$ cat src/rtl/puf_scan_master.sv
// Host-side controller for the PUF macro serial interface: shifts a challenge
// out on si, pulses the evaluation reset, then shifts the response back in.
module puf_scan_master #(
  parameter int CHAL_W      = 16,
  parameter int RESP_W      = 16,
  parameter int EVAL_CYCLES = 8
) (
  input  logic              clk,
  input  logic              rstn,
  input  logic              start,
  input  logic [CHAL_W-1:0] chal,
  input  logic [1:0]        sel_in,
  input  logic [1:0]        len_in,
  output logic              busy,
  output logic [RESP_W-1:0] resp,
  output logic              resp_valid,
  input  logic              resp_ready,
  output logic              si,
  input  logic              so,
  output logic              puf_reset,
  output logic [1:0]        puf_sel,
  output logic [1:0]        length
);

  localparam int MAX_AB = (CHAL_W > RESP_W) ? CHAL_W : RESP_W;
  localparam int MAX_V  = (MAX_AB > EVAL_CYCLES) ? MAX_AB : EVAL_CYCLES;
  localparam int CNT_W  = $clog2(MAX_V + 1);

  typedef enum logic [2:0] {
    IDLE,
    LOAD,
    EVAL,
    CAPTURE,
    DONE
  } state_e;

  state_e              state_q, state_d;
  logic [CNT_W-1:0]    cnt_q, cnt_d;
  logic [CHAL_W-1:0]   chal_sr_q, chal_sr_d;
  logic [RESP_W-1:0]   resp_sr_q, resp_sr_d;
  logic [RESP_W-1:0]   resp_q, resp_d;
  logic                valid_q, valid_d;
  logic                si_q, si_d;
  logic                puf_reset_q, puf_reset_d;
  logic [1:0]          sel_q, sel_d;
  logic [1:0]          len_q, len_d;
  logic [RESP_W-1:0]   resp_shifted;

  // New bits enter at the LSB so the first sampled bit ends up in the MSB.
  assign resp_shifted = (resp_sr_q << 1) | RESP_W'(so);

  always_comb begin
    state_d     = state_q;
    cnt_d       = cnt_q;
    chal_sr_d   = chal_sr_q;
    resp_sr_d   = resp_sr_q;
    resp_d      = resp_q;
    valid_d     = valid_q;
    si_d        = si_q;
    puf_reset_d = puf_reset_q;
    sel_d       = sel_q;
    len_d       = len_q;

    unique case (state_q)
      IDLE: begin
        if (start) begin
          // The MSB goes straight to si so it is visible in the first LOAD cycle.
          si_d      = chal[CHAL_W-1];
          chal_sr_d = chal << 1;
          sel_d     = sel_in;
          len_d     = len_in;
          cnt_d     = CNT_W'(CHAL_W - 1);
          state_d   = LOAD;
        end
      end
      LOAD: begin
        if (cnt_q == '0) begin
          si_d        = 1'b0;
          puf_reset_d = 1'b1;
          cnt_d       = CNT_W'(EVAL_CYCLES - 1);
          state_d     = EVAL;
        end else begin
          si_d      = chal_sr_q[CHAL_W-1];
          chal_sr_d = chal_sr_q << 1;
          cnt_d     = cnt_q - CNT_W'(1);
        end
      end
      EVAL: begin
        if (cnt_q == '0) begin
          puf_reset_d = 1'b0;
          resp_sr_d   = '0;
          cnt_d       = CNT_W'(RESP_W - 1);
          state_d     = CAPTURE;
        end else begin
          cnt_d = cnt_q - CNT_W'(1);
        end
      end
      CAPTURE: begin
        resp_sr_d = resp_shifted;
        if (cnt_q == '0) begin
          resp_d  = resp_shifted;
          valid_d = 1'b1;
          state_d = DONE;
        end else begin
          cnt_d = cnt_q - CNT_W'(1);
        end
      end
      DONE: begin
        if (resp_ready) begin
          valid_d = 1'b0;
          state_d = IDLE;
        end
      end
      default: begin
        state_d = IDLE;
      end
    endcase
  end

  always_ff @(posedge clk or negedge rstn) begin
    if (!rstn) begin
      state_q     <= IDLE;
      cnt_q       <= '0;
      chal_sr_q   <= '0;
      resp_sr_q   <= '0;
      resp_q      <= '0;
      valid_q     <= 1'b0;
      si_q        <= 1'b0;
      puf_reset_q <= 1'b0;
      sel_q       <= 2'b00;
      len_q       <= 2'b00;
    end else begin
      state_q     <= state_d;
      cnt_q       <= cnt_d;
      chal_sr_q   <= chal_sr_d;
      resp_sr_q   <= resp_sr_d;
      resp_q      <= resp_d;
      valid_q     <= valid_d;
      si_q        <= si_d;
      puf_reset_q <= puf_reset_d;
      sel_q       <= sel_d;
      len_q       <= len_d;
    end
  end

  assign busy       = (state_q != IDLE);
  assign resp       = resp_q;
  assign resp_valid = valid_q;
  assign si         = si_q;
  assign puf_reset  = puf_reset_q;
  assign puf_sel    = sel_q;
  assign length     = len_q;

endmodule

$ cat config.mk
export PLATFORM = sky130hd
export DESIGN_NAME = puf_scan_master
export DESIGN_NICKNAME = d
export VERILOG_FILES = /design/src/rtl/puf_scan_master.sv
export SDC_FILE = /design/constraint.sdc
export NUM_CORES = 1
export LEC_CHECK = 0
export CORE_MARGIN = 2
export CORE_UTILIZATION = 46
export CTS_CLUSTER_SIZE = 14
export DETAILED_ROUTE_END_ITERATION = 10
export GPL_ROUTABILITY_DRIVEN = 0
export PLACE_DENSITY_LB_ADDON = 0.2
export SYNTH_ARGS = -nofsm -noshare
export SYNTH_HDL_FRONTEND = slang
export SYNTH_SLANG_ARGS = --single-unit
$ cat constraint.sdc
create_clock -name clk -period 1.7 [get_ports clk]
set_input_delay 0.51 -clock clk [delete_from_list [all_inputs] [get_ports clk]]
set_output_delay 0.51 -clock clk [all_outputs]
set_load 0.005 [all_outputs]
==> results_dict.tcl, run 1 <==
set metrics [dict create \
    yosys.area_share.xor_xnor_pct 0 \
    syn_to_final_growth_pct 43.44 \
    die_h_um 79.53 \
    grt.total_usage_pct 19.40 \
    tns_ps -22.60 \
    cts_root_buf "clkbuf_8" \
    intPower_mw 4.476 \
    num_rows 27 \
    drtIter0Drc 147 \
    die_area_um2 6324 \
    placed_cell_area_um2 3339 \
    muxShareOfSynthArea_pct 8.965 \
    cts_made_buffers 9 \
    vias 1934 \
    ys_warn_count 0 \
    grt_max_degree 62 \
    final_cell_mix "61 x dfrtp_1, 29 x buf_4, 23 x clkdlybuf4s50_1, 19 x dlygate4sd2_1" \
    syn_area_per_cell_um2 13.18 \
    skew_ps 7.878 \
    dp.cells 332 \
    ant_nets 0 \
    power.switching_mw 2.103 \
    worst_slack_ps -13.39 \
    synth_area_leader_cell "dfrtp_1" \
    yosysUniqueCellTypes 40 \
    multi_input_area_um2 1114 \
    max_stage_delay_ps 420 \
    slew_headroom_pct 76.97 \
    end_kind "output pin" \
    status "complete, but fails checks" \
    synth_top_family_by_area "compound AO/OA/AOI/OAI gates" \
    startpoint_type "flop" \
    layout.nets 309 \
    ios 49 \
    post-route-period-util_pct 100.8 \
    routed_wirelength_um 5719 \
    synth_cells 199 \
    rsz0062_at_grt "yes" \
    slew_violations 0 \
    synth_seq_cells 61 \
    required_ps 1190 \
    grt_pass1_vias 1942 \
    initial_core_util_pct 47.65 \
    peakVddDrop_uv 986.5 \
    swShare_pct 31.97 \
    setup_violations 2 \
    drive_gt1_share_pct 34.49 \
    fin_cells 359 \
    vias_per_cell 5.387 \
    period_needed_ps 1713 \
    port-buffer-count 48 \
    clkPwrFrac_pct 20.8 \
    violations "setup timing" \
    clockBufferDepth 2 \
    cpLargestDelayFamily "flip-flops" \
    path_cells "or3_1 > buf_2" \
    synth_compound_area_share_pct 16.88 \
    syn_nets 225 \
    post_drt_wl_per_cell_um 15.93 \
    p_per_area_nw_per_um2 1748 \
    netlist.area_leader.share_pct 58.18 \
    min-delay-path-class "input port to asynchronous set/reset pin" \
    yosys-top-cells-area "dfrtp_1 58%, o221a_2 6.0%, a22o_1 5.0%, mux2_2 4.7%, mux2_1 3.9%" \
    crit_slowest_cell "dfrtp_1" \
    worst-path-buf-inv 1 \
    max_cap_viol_count 0 \
    leakage_nw 1.807 \
    place_ws_ps -404.9 \
    design_area_um2 3764 \
    worstSkewPairLatency_ps 340 \
    worst_pin_slew_ps 342.8 \
    die_x_um 79.53 \
    core_area_um2 5507 \
    ys_seq_area_share_pct 58.18 \
    firstDrtPassIters 4 \
    cts_sinks 61 \
    dp_hpwl_um 3461 \
    ff2ff_setup_slack_ps -10 \
    netlist_area_um2 2624 \
    cp.arrival_ps 1200 \
    power.total_mw 6.580 \
    drc 0 \
    max_freq_mhz 583.6 \
    grt_pass1_wl_um 9390 \
    timing_worst_setup_path_type "flop to output pin" \
    hold_violations 0 \
    ctsHoldBuffers 0 \
    clkTransAtPathRegs_ps 70 \
    cts_htree_levels 3 \
    cts_tree "yes" \
    fillCellCount 406 \
    antennaDiodeCount 0 \
    final_common_cell "dfrtp_1" \
    combPwrFrac_pct 43.1 \
    antenna_found_initial 0 \
    seqPwrFrac_pct 36.1 \
    grt_remaining_overflow 0 \
    synthSimpleGateAreaFrac_pct 12.16 \
    sequential_cell_area_um2 1526 \
    cp_max_fo 5 \
    yosys.area_share.adder_pct 0.4769 \
]
state kept, by name, summed over array words and instances (netlist names):
signal,count
length,2
chal_sr_q,15
puf_reset,1
puf_sel,2
cnt_q,5
state_q,3
si,1
resp,16
resp_sr_q,15
resp_valid,1
per-stage QoR:
step                hold slack (ps)  utilization [%]
floorplan                     214.4                -
global placement              476.5            60.65
detailed placement            485.0            60.65
CTS                           171.4            65.58
global route                  190.3            68.35
finish                        163.8            68.35
power groups by stage:
stage | clock network [mW] | registers (mW) | logic (mW)
6_report | 1.37 | 2.38 | 2.83
5_1_grt | 1.45 | 2.46 | 3.13
4_1_cts | 1.40 | 2.36 | 2.59
3_5_place_dp | 0 | 2.39 | 2.51
3_3_place_gp | 0 | 2.38 | 2.45
2_1_floorplan | 0 | 2.33 | 1.57
metal layers:
metal | routed length (um) | vias to the layer above | global-route usage (%)
met2 | 2558 | 46 | 28.49
met3 | 301 | 9 | 5.204
met1 | 2774 | 966 | 27.74
met5 | 0 | - | 0
met4 | 84 | 0 | 7.069
li1 | - | 913 | -
cell families after synthesis:
kind of cell	Yosys count
AOI/OAI and AO/OA	52
muxes	21
and+or+nand+nor	46
DFF	61
buffers and inverters	18
adders and majority gates	1
timing repair:
action / 4_1_cts / 5_1_grt
resized for setup: 29 / 25
buffers inserted: 6 / 5
pin swaps: 4 / 6
setup endpoints to repair: 66 / 59
cloned: 1 / 1
cell type report:
cell class / instances / share of cell area [%]
tap: 72 / 2.394
clock buffer: 11 / 3.491
multi-input combinational: 121 / 29.59
sequential: 61 / 40.56
timing repair buffer: 84 / 21.41
inverter: 6 / 0.5984
clock inverter: 4 / 1.961
final timing paths:
check                           cells after the start        from           end
worst max-delay path                                2  state_q[2]          busy
worst min-delay path                                2        rstn  chal_sr_q[7]
worst max register to register                      5  state_q[1]  chal_sr_q[2]
worst min register to register                      1     resp[0]       resp[0]
max in group asynchronous                           2        rstn     length[0]
min in group clk                                    1     resp[0]       resp[0]
Yosys cell counts:
cell type / n
a32oi_1: 1
buf_1: 1
ha_1: 1
buf_2: 7
mux2_2: 11
and2b_1: 1
nor4b_4: 2
a22o_1: 15
nor2_1: 6
o221a_2: 14
buf_4: 3
or3b_1: 1
and2_1: 1
and3b_1: 1
or4b_4: 1
o41ai_1: 1
o31a_1: 1
nor3b_1: 1
o22ai_1: 1
mux2_1: 9
or3_1: 2
o211a_1: 1
nor3_1: 2
o2bb2ai_1: 1
clkbuf_1: 1
a22oi_1: 1
nand3_1: 6
dfrtp_1: 61
nand3b_1: 1
nand3_4: 1
nand2b_1: 15
or4b_1: 1
o21bai_1: 1
o21ai_2: 2
a21oi_1: 7
o21ai_0: 5
inv_1: 6
a311o_1: 1
mux2i_1: 1
nand2_1: 4
worst register-to-register path, stage by stage, from the launching register on:
cell,delay [ps]
dfrtp_1,370
buf_4,140
buf_4,130
or4b_4,540
buf_4,170
o221a_2,250
Power figures use the tool's default switching activity.
==> inputs of run 2 (changes only) <==
--- a/config.mk
+++ b/config.mk
@@ -5,12 +5,12 @@
 export SDC_FILE = /design/constraint.sdc
 export NUM_CORES = 1
 export LEC_CHECK = 0
-export CORE_MARGIN = 2
 export CORE_UTILIZATION = 46
 export CTS_CLUSTER_SIZE = 14
 export DETAILED_ROUTE_END_ITERATION = 10
 export GPL_ROUTABILITY_DRIVEN = 0
 export PLACE_DENSITY_LB_ADDON = 0.2
+export SETUP_SLACK_MARGIN = 0.15
 export SYNTH_ARGS = -nofsm -noshare
 export SYNTH_HDL_FRONTEND = slang
 export SYNTH_SLANG_ARGS = --single-unit
==> constraint.sdc (replaced) <==
create_clock -name clk -period 1.7 [get_ports clk]
set_input_delay 0.51 -clock clk [delete_from_list [all_inputs] [get_ports clk]]
set_output_delay 0.51 -clock clk [all_outputs]
set_load 0.02 [all_outputs]
==> run 2 against run 1 <==
Against the previous run: die area fell by 5.0%; final cell count up 0.56%; fmax shrank 1.5%; critical path type is now flop to flop; clock power increased by 16%; worst hold slack worse by 60 ps; the flow still finishes with violations (setup timing).
==> results_dict.tcl, run 2 (synthesized netlist as in run 1, its figures left out) <==
set metrics [dict create \
    status "complete, but fails checks" \
    hold_violations 0 \
    worstSkewPairLatency_ps 330 \
    post-route-period-util_pct 102.4 \
    syn_to_final_growth_pct 52.27 \
    whs_ps 103.5 \
    vias_per_cell 5.546 \
    max_cap_viol_count 0 \
    grt_max_degree 29 \
    worst-path-buf-inv 2 \
    rsz0062_at_grt "yes" \
    end_kind "flop" \
    num_rows 27 \
    critPathLaunch "state_q[0]" \
    drc 0 \
    grt_pass1_wl_um 10160 \
    timing_worst_setup_path_type "flop to flop" \
    initial_core_util_pct 47.65 \
    path_cells "buf_4 > or4b_4 > o21ai_2 > buf_12 > o221a_4" \
    antennaDiodeCount 0 \
    vias 2002 \
    met3_usage_pct 4.941 \
    cts_htree_levels 3 \
    p_per_area_nw_per_um2 1885 \
    top_usage_layer "met2" \
    cts_tree "yes" \
    cp_max_fo 17 \
    port-buffer-count 48 \
    cts_sinks 61 \
    reg2reg_from "state_q[0]" \
    routed_wirelength_um 6181 \
    fin_cells 361 \
    cp.arrival_ps 2010 \
    grt_use_met2_pct 37.96 \
    cpLargestDelayFamily "simple AND/OR/NAND/NOR gates" \
    crit_slowest_cell "or4b_4" \
    dp.cells 327 \
    grt.total_usage_pct 22.48 \
    firstDrtPassIters 4 \
    dp_hpwl_um 3603 \
    max_stage_delay_ps 570 \
    drive_gt1_share_pct 41.87 \
    final_common_cell "dfrtp_1" \
    required_ps 1970 \
    cts_root_buf "clkbuf_8" \
    ios 49 \
    worst_slack_ps -40.05 \
    ctsHoldBuffers 0 \
    final_cell_mix "60 x dfrtp_1, 22 x clkdlybuf4s50_1, 18 x buf_4, 16 x mux2_4" \
    startpoint_type "flop" \
    antenna_found_initial 0 \
    clockBufferDepth 2 \
    die_x_um 77.53 \
    ant_nets 0 \
    violations "setup timing" \
    cts_made_buffers 9 \
    period_needed_ps 1740 \
    tns_ps -362.8 \
    slew_violations 0 \
    setup_violations 18 \
    die_h_um 77.53 \
    layout.nets 310 \
    leakage_nw 1.808 \
    use_met1_pct 27.01 \
    die_area_um2 6010 \
    skew_ps 9.410 \
    post_drt_wl_per_cell_um 17.12 \
    slew_headroom_pct 71.68 \
    clkTransAtPathRegs_ps 70 \
    grt_remaining_overflow 0 \
    core_area_um2 5507 \
    max_freq_mhz 574.7 \
    worst_pin_slew_ps 424.7 \
    drtIter0Drc 91 \
    grt_pass1_vias 2051 \
    largest_register_ffs 16 \
    peakVddDrop_uv 891.4 \
    ff2ff_setup_slack_ps -40 \
    min-delay-path-class "input port to asynchronous set/reset pin" \
]
run 2: cell count changes in the layout (fill, tap and decap cells not counted), sizes merged:
cell	delta
buf	-2
clkinv	-1
clkinvlp	+2
clkbuf	+10
dlygate4sd2	-18
bufinv	+1
o21ai	-1
clkdlybuf4s50	-1
dlymetal6s2s	-4
clkdlybuf4s15	+12
bufbuf	+2
nand3	+2
run 2: repair_timing:
item | in CTS | in global routing
resized for setup | 67 | 36
pin swaps | 1 | 3
hold endpoints to repair | 0 | 0
buffers inserted | 9 | 4
cloned | 5 | 0
endpoints found under the setup margin | 80 | 74
run 2: path summary, 6_finish.rpt:
check                                 to  cells past startpoint
min reg2reg                     resp[12]                      1
max reg2reg                chal_sr_q[10]                      5
max                        chal_sr_q[10]                      5
min in group clk                resp[12]                      1
max in group asynchronous  chal_sr_q[14]                      2
min                        resp_sr_q[11]                      1
run 2: final cells by class:
type	instances	area [um2]
flip-flops and latches	61	1528
fillers	364	1511
multi-input cells	122	1249
repair buffers	84	858.3
clock buffers	10	137.6
clock inverters	6	110.1
well taps	72	90.09
inverters	6	22.52
run 2: metrics by stage:
stage / utilization, % / area [um2] / setup slack (ps) / total power, mW
global route: 72.55 / 3995 / -75.06 / 7.897
CTS: 71.85 / 3956 / -71.29 / 7.444
global placement: 62.74 / 3455 / -311.6 / 5.396
finish: 72.55 / 3995 / -40.05 / 7.531
floorplan: - / 2781 / 18.09 / 4.549
detailed placement: 62.74 / 3455 / -324.2 / 5.511
run 2: worst reg2reg max path: cells and delay by family, from the launching register on:
kind / cells / cell delay, ps
flip-flops: 1 / 400
AND/OR/NAND/NOR: 1 / 580
buffers and inverters: 2 / 390
AO/OA/AOI/OAI: 2 / 310
run 2: where the power goes:
group,total [mW],leakage [nW],switching (mW),internal [mW]
clock,1.59,0.119,0.580,1.01
combinational,3.48,0.925,1.56,1.92
sequential,2.46,0.765,0.445,2.01
run 2: metal layers:
layer  wire, um  vias up
li1           -      923
met4         97        0
met3        188        9
met5          0        -
met2       3279       50
met1       2616     1020
